==> config.mk <==
export PLATFORM = sky130hd
export DESIGN_NAME = imm_encoder
export DESIGN_NICKNAME = d
export VERILOG_FILES = /design/src/rtl/imm_encoder.sv
export SDC_FILE = /design/constraint.sdc
export NUM_CORES = 1
export LEC_CHECK = 0
export BUFFER_PORTS_ARGS = -buffer_cell sky130_fd_sc_hd__buf_2
export CAP_MARGIN = 0
export CORE_MARGIN = 4
export CORE_UTILIZATION = 30
export DETAILED_ROUTE_END_ITERATION = 10
export PLACE_DENSITY = 0.51
export SYNTH_ARGS = -nofsm -noshare
export SYNTH_HDL_FRONTEND = slang
export SYNTH_SLANG_ARGS = --single-unit
==> constraint.sdc <==
create_clock -name clk -period 4.1 [get_ports clk]
set_clock_uncertainty 0.2 [all_clocks]
set_input_delay 0 -clock clk [delete_from_list [all_inputs] [get_ports clk]]
set_output_delay 0 -clock clk [all_outputs]
set_load 0.05 [all_outputs]
==> src/rtl/imm_encoder.sv <==
// imm_encoder: two-stage valid/ready pipeline that splices a 32-bit
// two's-complement immediate into the I/S/B-type immediate fields of a
// RISC-V style instruction word.
//   S1 holds the raw request {imm, src, base}.
//   S2 holds the encoded word {instr_out, range_err}.
// Optional feature macro: IMM_ENCODER_RANGE_CHECK_EN
//   defined   -> range_err flags immediates that do not fit the selected
//                format, and err_count counts delivered flagged words
//                (saturating at 255).
//   undefined -> no checking logic; range_err and err_count are tied to 0.
// rst is asynchronous and active low.
module imm_encoder (
    input  logic        clk,
    input  logic        rst,
    input  logic        in_valid,
    output logic        in_ready,
    input  logic [31:0] imm_in,
    input  logic [1:0]  imm_src,
    input  logic [31:0] base_instr,
    output logic        out_valid,
    input  logic        out_ready,
    output logic [31:0] instr_out,
    output logic        range_err,
    output logic [7:0]  err_count
);

    typedef enum logic [1:0] {
        SRC_I    = 2'b00,
        SRC_S    = 2'b01,
        SRC_B    = 2'b10,
        SRC_NONE = 2'b11
    } imm_src_e;

    typedef struct packed {
        logic [31:0] imm;
        imm_src_e    src;
        logic [31:0] base;
    } req_t;

    req_t        s1_req;
    logic        s1_valid;
    logic        s2_valid;
    logic        accept;
    logic        advance;
    logic        deliver;
    logic [31:0] enc_word;
    logic        enc_err;

    // Handshake: S1 can take a new request whenever it is empty or is about
    // to hand its contents to S2 (S2 empty or draining this cycle).
    assign advance   = s1_valid && (!s2_valid || out_ready);
    assign in_ready  = !s1_valid || (!s2_valid || out_ready);
    assign accept    = in_valid && in_ready;
    assign deliver   = s2_valid && out_ready;
    assign out_valid = s2_valid;

    // S1: capture the raw request; empties when it advances without refill.
    always_ff @(posedge clk or negedge rst) begin
        if (!rst) begin
            s1_valid <= 1'b0;
            s1_req   <= '0;
        end else if (accept) begin
            s1_valid <= 1'b1;
            s1_req   <= '{imm: imm_in, src: imm_src_e'(imm_src), base: base_instr};
        end else if (advance) begin
            s1_valid <= 1'b0;
        end
    end

    // Field splicing: immediate positions are overwritten, everything else
    // is passed through from the base instruction.
    always_comb begin
        enc_word = s1_req.base;
        case (s1_req.src)
            SRC_I: begin
                enc_word[31:20] = s1_req.imm[11:0];
            end
            SRC_S: begin
                enc_word[31:25] = s1_req.imm[11:5];
                enc_word[11:7]  = s1_req.imm[4:0];
            end
            SRC_B: begin
                enc_word[31]    = s1_req.imm[12];
                enc_word[30:25] = s1_req.imm[10:5];
                enc_word[11:8]  = s1_req.imm[4:1];
                enc_word[7]     = s1_req.imm[11];
            end
            default: begin
                enc_word = s1_req.base;
            end
        endcase
    end

`ifdef IMM_ENCODER_RANGE_CHECK_EN
    logic        fits_12;
    logic        fits_13;
    logic        range_err_q;
    logic [7:0]  err_count_q;

    // A value fits an N-bit signed field when all bits from N-1 upward are
    // copies of the sign bit.
    assign fits_12 = (&s1_req.imm[31:11]) || !(|s1_req.imm[31:11]);
    assign fits_13 = (&s1_req.imm[31:12]) || !(|s1_req.imm[31:12]);

    // Range check per format; B offsets must also be even.
    always_comb begin
        enc_err = 1'b0;
        case (s1_req.src)
            SRC_I:   enc_err = !fits_12;
            SRC_S:   enc_err = !fits_12;
            SRC_B:   enc_err = !fits_13 || s1_req.imm[0];
            default: enc_err = 1'b0;
        endcase
    end

    // Error counter: bumps on each delivered flagged word, sticks at 255.
    always_ff @(posedge clk or negedge rst) begin
        if (!rst) begin
            err_count_q <= 8'd0;
        end else if (deliver && range_err_q && (err_count_q != 8'hFF)) begin
            err_count_q <= err_count_q + 8'd1;
        end
    end

    assign range_err = range_err_q;
    assign err_count = err_count_q;
`else
    logic range_err_q;
    logic unused_imm_hi;

    // Without checking the upper immediate bits carry no information.
    assign unused_imm_hi = ^{s1_req.imm[31:13], range_err_q};
    assign enc_err       = 1'b0;
    assign range_err     = 1'b0;
    assign err_count     = 8'd0;
`endif

    // S2: load the encoded word when S1 advances; otherwise hold it until
    // the consumer takes it, so payload is stable under backpressure.
    always_ff @(posedge clk or negedge rst) begin
        if (!rst) begin
            s2_valid    <= 1'b0;
            instr_out   <= 32'h0000_0000;
            range_err_q <= 1'b0;
        end else if (advance) begin
            s2_valid    <= 1'b1;
            instr_out   <= enc_word;
            range_err_q <= enc_err;
        end else if (deliver) begin
            s2_valid    <= 1'b0;
        end
    end

endmodule
==> metrics.txt, run 1 <==
vias in the first global route=around 2,500; ant diodes=0; CP startpoint kind=flop; Setup crit end kind=flop; Clk Latency, worst-skew pair=between 0.3 and 0.4 ns; Reg clk slew, reported paths=about 0.060 ns; drt drc=0; area leader, netlist=dfrtp_1; via count=roughly 2,300; most common cell after layout, fill and taps aside=buf_2; Final Non-Filler Cells=approximately 520; synthesized area per cell=about 15 um2; CP delay by family, top=buffers and inverters; largest cells by area after synthesis=dfrtp_1 57%, mux2_4 13%, mux2_2 10%; clock tree buffer depth=2; layout cells sized above 1=between 40% and 50%; Wirelength per Cell=around 14 um; Crit Path Class=reg -> reg; Post-Syn Instances=approximately 250; most frequent cells in the layout=83 x buf_2, 81 x dfrtp_1, 50 x dlygate4sd3_1; Max rail drop VDD=roughly 0.00029 V; die height=around 120 um; GRT Overall Usage=between 10 and 15%; Detailed Place HPWL=4811 um; flops & latches, synth=81; PD cells=between 500 and 600 mW/mm2; PortBufs=84; multi-input logic area=between 0.001 and 0.0015 mm2; # nets final=452; Seq/Total Area, Yosys=56.56%; Worst EP required=just over 4 ns; sequence of cells on the critical path=buf_4 -> nand3b_4 -> nand2_2 -> buf_4 -> mux2_2; delay of the slowest critical-path stage=around 0.63 ns; Cell variety after synth=26; Layout area overhead=33.34%; Pleak=0.002235 uW; Rows=39; core box area=~0.012 mm2; Final Wtd Congestion=~0.66; max capacitance violation total=0; status=finished clean; CTS buffer count=9; RSZ-0062 raised after global routing=false; CTS tree=built; clock period minus worst slack=2.158 ns; CP Max Fanout=47; fillers=roughly 1,100; Setup-failing EPs final=0; Routed Antenna Nets=0; placed insts=460; Register Area=a little over 0.002 mm2; DRT Wirelength=7597 um; Critical Path Slowest Stage Cell=buf_4; Hold WC Path Type=in -> async; iteration count of the initial detailed-routing pass=4; gr ovfl total=0; CTS H-tree depth=3; Die X=~120 um; largest net degree at the start of global routing=roughly 80; Die Area=about 0.014 mm2; Max-slew headroom=about 31%; first-pass GRT wire length=12,590 um; antenna violations before repair=0; Root Driver=clkbuf_16; Final Max Slew Viols=0; CTS sink cnt=roughly 80; Worst Path Buf+Inv=2; Synth top area share=around 57%; CP arrival=roughly 2.2 ns; Initial Utilization=approximately 31%; Mapped Area=roughly 0.0036 mm2; DR vias/cell=4.403; worst slew pin tran=around 1.0 ns; final number of hold-violating endpoints=0; FMAX=about 0.46 GHz; Worst Hold Slack=~0.19 ns; YS warnings=0; Ports=between 100 and 150; initial DRC count=90; critical path's most frequent cell=buf_4; setup_tns=0 ns; period utilization=between 50% and 60%
-- area by class of cell --
type | count | area share [%]
sequential | 81 | 42.42
clock buffer | 11 | 5.289
multi-input combinational | 148 | 28.38
clock inverter | 3 | 0.3666
tap | 143 | 3.744
inverter | 2 | 0.1571
timing repair buffer | 136 | 19.64
-- final timing paths --
check,cells past startpoint,endpoint,from,slack (ns)
setup / recovery,5,s1_req[35],s1_valid,1.94
min in group clk,3,s1_req[31],base_instr[31],0.23
max in group asynchronous,2,enc_word[19],rst,2.82
setup reg to reg,5,s1_req[35],s1_valid,1.94
hold reg to reg,1,s1_req[9],s1_req[9],0.30
hold / removal,2,enc_word[1],rst,0.19
-- metrics by stage --
step	util [%]	instance area [um2]	worst slack [ns]	total power, uW
finish	41.32	4778	1.942	2621
global route	41.32	4778	1.773	2771
CTS	41.32	4778	1.884	2668
detailed placement	34.65	4008	1.903	1875
global placement	34.65	4008	1.893	1863
floorplan	-	3613	2.071	1690
-- state kept, by name, summed over array words and instances (netlist names) --
register   flops
s1_valid       1
enc_word      15
s1_req        32
out_valid      1
instr_out     32
-- cell usage after synthesis, drive strengths merged --
cell	count
dfrtp	81
mux2	64
a21oi	31
buf	20
nand2	8
nand3b	7
a31oi	6
mux2i	5
nor2b	5
clkbuf	4
ha	4
nand2b	3
inv	2
a22oi	1
and2	1
conb	1
nor2	1
o21a	1
o21ai	1
or3	1
-- what timing repair did --
action                    in CTS  in global routing
resized for setup              0                  0
hold endpoints to repair     129                  0
buffers inserted               0                  0
hold buffers                  50                  0
-- layer usage --
metal	track usage [%]	wire length [um]	part of all wire (%)	vias to the layer above
li1	-	-	-	1105
met3	4.267	460	6.1	8
met5	0	0	0	-
met4	3.670	99	1.3	0
met1	15.72	3500	46	1129
met2	18.74	3537	47	65
-- report_power, final --
part           leakage [uW]  internal (uW)  switching (uW)
Clock              0.000133            434             298
Sequential         0.000940            958            91.6
Combinational       0.00116            301             538
Total               0.00223           1690             928
-- kinds of logic (layout without fill, tap and decap cells) --
logic type	count (synthesis)	after routing	share of synthesized area (%)
AO/OA/AOI/OAI	40	40	5.936
adder cells (fa/ha/maj)	4	4	1.397
buffers and inverters	26	152	6.424
flip-flops	81	81	56.56
multiplexers	69	69	24.86
other	1	9	0.1046
AND/OR/NAND/NOR	26	26	4.714
No activity file was read; power rests on OpenSTA's default activity.
==> run 2, diff against run 1 <==
Settings changed: ABC_AREA from default to 1, PLACE_DENSITY 0.51 to 0.53.
Clock period 4.1 ns to 1.8 ns, I/O delays scaled along.
==> run 2 against run 1 <==
Hold slack worse by 0.22 ns. Clock power up 140%. Final area up 2.8%. Flip-flop and latch count unchanged. The run now ends with hold timing left. Power up 140%. First-iteration DRC count up 84%. Clock-buffer cell count down 1. Cell count up 36%. Largest cell class unchanged. Setup slack worse by 1.9 ns.
==> metrics.txt, run 2 <==
Max rail drop VDD=0.0006235 V; Final Max Slew Viols=0; ant diodes=0; PD cells=between 1000 and 1500 mW/mm2; Post-synth EDFFs=0; CP delay by family, top=buffers and inverters; CTS sink cnt=81; final number of hold-violating endpoints=29; R2R depth=6; share of flip-flops with an asynchronous set or reset=100.0%; Final Wtd Congestion=0.7511; Register Area=around 0.0020 mm2; largest cells by area after synthesis=dfrtp_1 56%, nand2_1 22%, nand3_1 6.7%; PortBufs=84; most common cell after layout, fill and taps aside=nand2_1; ys flop type=dfrtp_1; sequence of cells on the critical path=nand3_4 -> buf_4 -> buf_2; DRT Wirelength=~9200 um; worst slew pin tran=between 0.5 and 0.6 ns; via count=3,158; CP Max Fanout=21; Ports=between 100 and 150; CP startpoint kind=flop; Post-Syn Instances=between 400 and 500; Root Driver=clkbuf_16; fillers=around 1,200; Cell variety after synth=17; Worst EP required=about 1.6 ns; Worst Path Buf+Inv=2; setup_tns=0 ns; Pleak=approximately 0.0027 uW; Clk Latency, worst-skew pair=~0.33 ns; Wirelength per Cell=12.87 um; # nets final=between 600 and 700; Synth top area share=about 56%; Crit Path Class=reg -> out; top-count cell post-synth=nand2_1; YS warnings=0; Rows=39; FMAX=0.5780 GHz; most frequent cells after synthesis=213 x nand2_1, 81 x dfrtp_1, 48 x nand3_1; iteration count of the initial detailed-routing pass=4; period utilization=roughly 96%; most frequent cells in the layout=213 x nand2_1, 83 x buf_2, 81 x dfrtp_1; delay of the slowest critical-path stage=about 0.5 ns; Worst Setup SP=s1_valid; Setup crit end kind=primary output; GRT Overall Usage=between 10% and 20%; die height=roughly 120 um; Worst Hold Slack=-0.03207 ns; largest net degree at the start of global routing=38; status=complete, but fails checks; Hold WC Path Type=in -> async; first-pass GRT wire length=around 16,000 um; failing checks=hold timing; Post-CTS Resized=0; Setup-failing EPs final=0; initial DRC count=approximately 170; clock period minus worst slack=between 1.5 and 2 ns; Critical Path Slowest Stage Cell=dfrtp_1; Seq/Total Area, Yosys=a little under three fifths; Mapped Area=between 0.003 and 0.004 mm2; Die X=117.5 um; core box area=~0.012 mm2; DR vias/cell=between 4 and 5; CTS buffer count=9; Design Power=6413 uW; Reg clk slew, reported paths=0.06 ns; gr ovfl total=0; Area after DPL=a little over 0.004 mm2; Setup Buffers After CTS=0; antenna violations before repair=0; clock tree buffer depth=2; drt drc=0; Detailed Place HPWL=6215 um; max capacitance violation total=0; CTS H-tree depth=3; synthesized area per cell=8.250 um2; path length in cells of the critical path=3; Die Area=approximately 0.014 mm2; RR Startpoint=s1_req[32]; area leader, netlist=dfrtp_1; multi-input logic area=about 0.0013 mm2; Initial Utilization=31.10%; CTS tree=built; layout cells sized above 1=between 10% and 20%; Finished Cell Area=~0.0049 mm2; Layout area overhead=36.52%; CP arrival=around 1.5 ns; flops & latches, synth=81; vias in the first global route=between 3,000 and 4,000; Routed Antenna Nets=0; Max-slew headroom=roughly 65%; RSZ-0062 raised after global routing=false
-- run 2: timing repair --
action	4_1_cts	5_1_grt
setup endpoints to repair	0	0
hold buffers	50	0
endpoints found under the hold margin	129	0
-- run 2: area by class of cell --
| type | instances | share of cell area [%] |
|---|---|---|
| multi-input combinational | 313 | 26.85 |
| clock buffer | 10 | 4.866 |
| inverter | 19 | 1.452 |
| tap | 143 | 3.643 |
| sequential | 81 | 41.27 |
| timing repair buffer | 145 | 20.99 |
| clock inverter | 4 | 0.9172 |
-- run 2: kinds of logic (layout without fill, tap and decap cells) --
kind of cell | after synthesis | in the layout | share of synthesized area, %
simple gates | 282 | 282 | 31.83
flops | 81 | 81 | 56.35
buf+inv | 50 | 178 | 7.826
compound gates | 18 | 18 | 2.504
fa+ha+maj | 4 | 4 | 1.391
other cells | 1 | 9 | 0.1042
-- run 2: worst paths after layout --
check | end | slack, ns
max in group asynchronous | instr_out[13] | 0.83
worst min register to register | instr_out[15] | 0.27
min in group clk | s1_req[28] | 0.23
worst max-delay path | in_ready | 0.07
worst min-delay path | instr_out[19] | -0.03
worst max register to register | instr_out[26] | 0.24
-- run 2: through the flow --
stage	instances	hold WS, ns	setup WS [ns]	util, %
3_3_place_gp	651	-0.1981	0.2621	35.68
6_report	715	-0.03207	0.06998	42.46
2_1_floorplan	444	-0.4956	0.1623	-
3_5_place_dp	651	-0.1939	0.2133	35.68
5_1_grt	715	0.03383	0.009264	42.46
4_1_cts	715	0.005785	0.03794	42.46
-- run 2: routing by layer --
layer | vias to the layer above | track usage, % | wire, um
met4 | 0 | 5.861 | 214
li1 | 1601 | - | -
met3 | 16 | 3.316 | 483
met5 | - | 0 | 0
met2 | 92 | 22.15 | 4182
met1 | 1449 | 18.79 | 4319
-- run 2: power by group --
group	switching, uW	internal (uW)
combinational	1600	577
sequential	235	2220
clock	690	1090
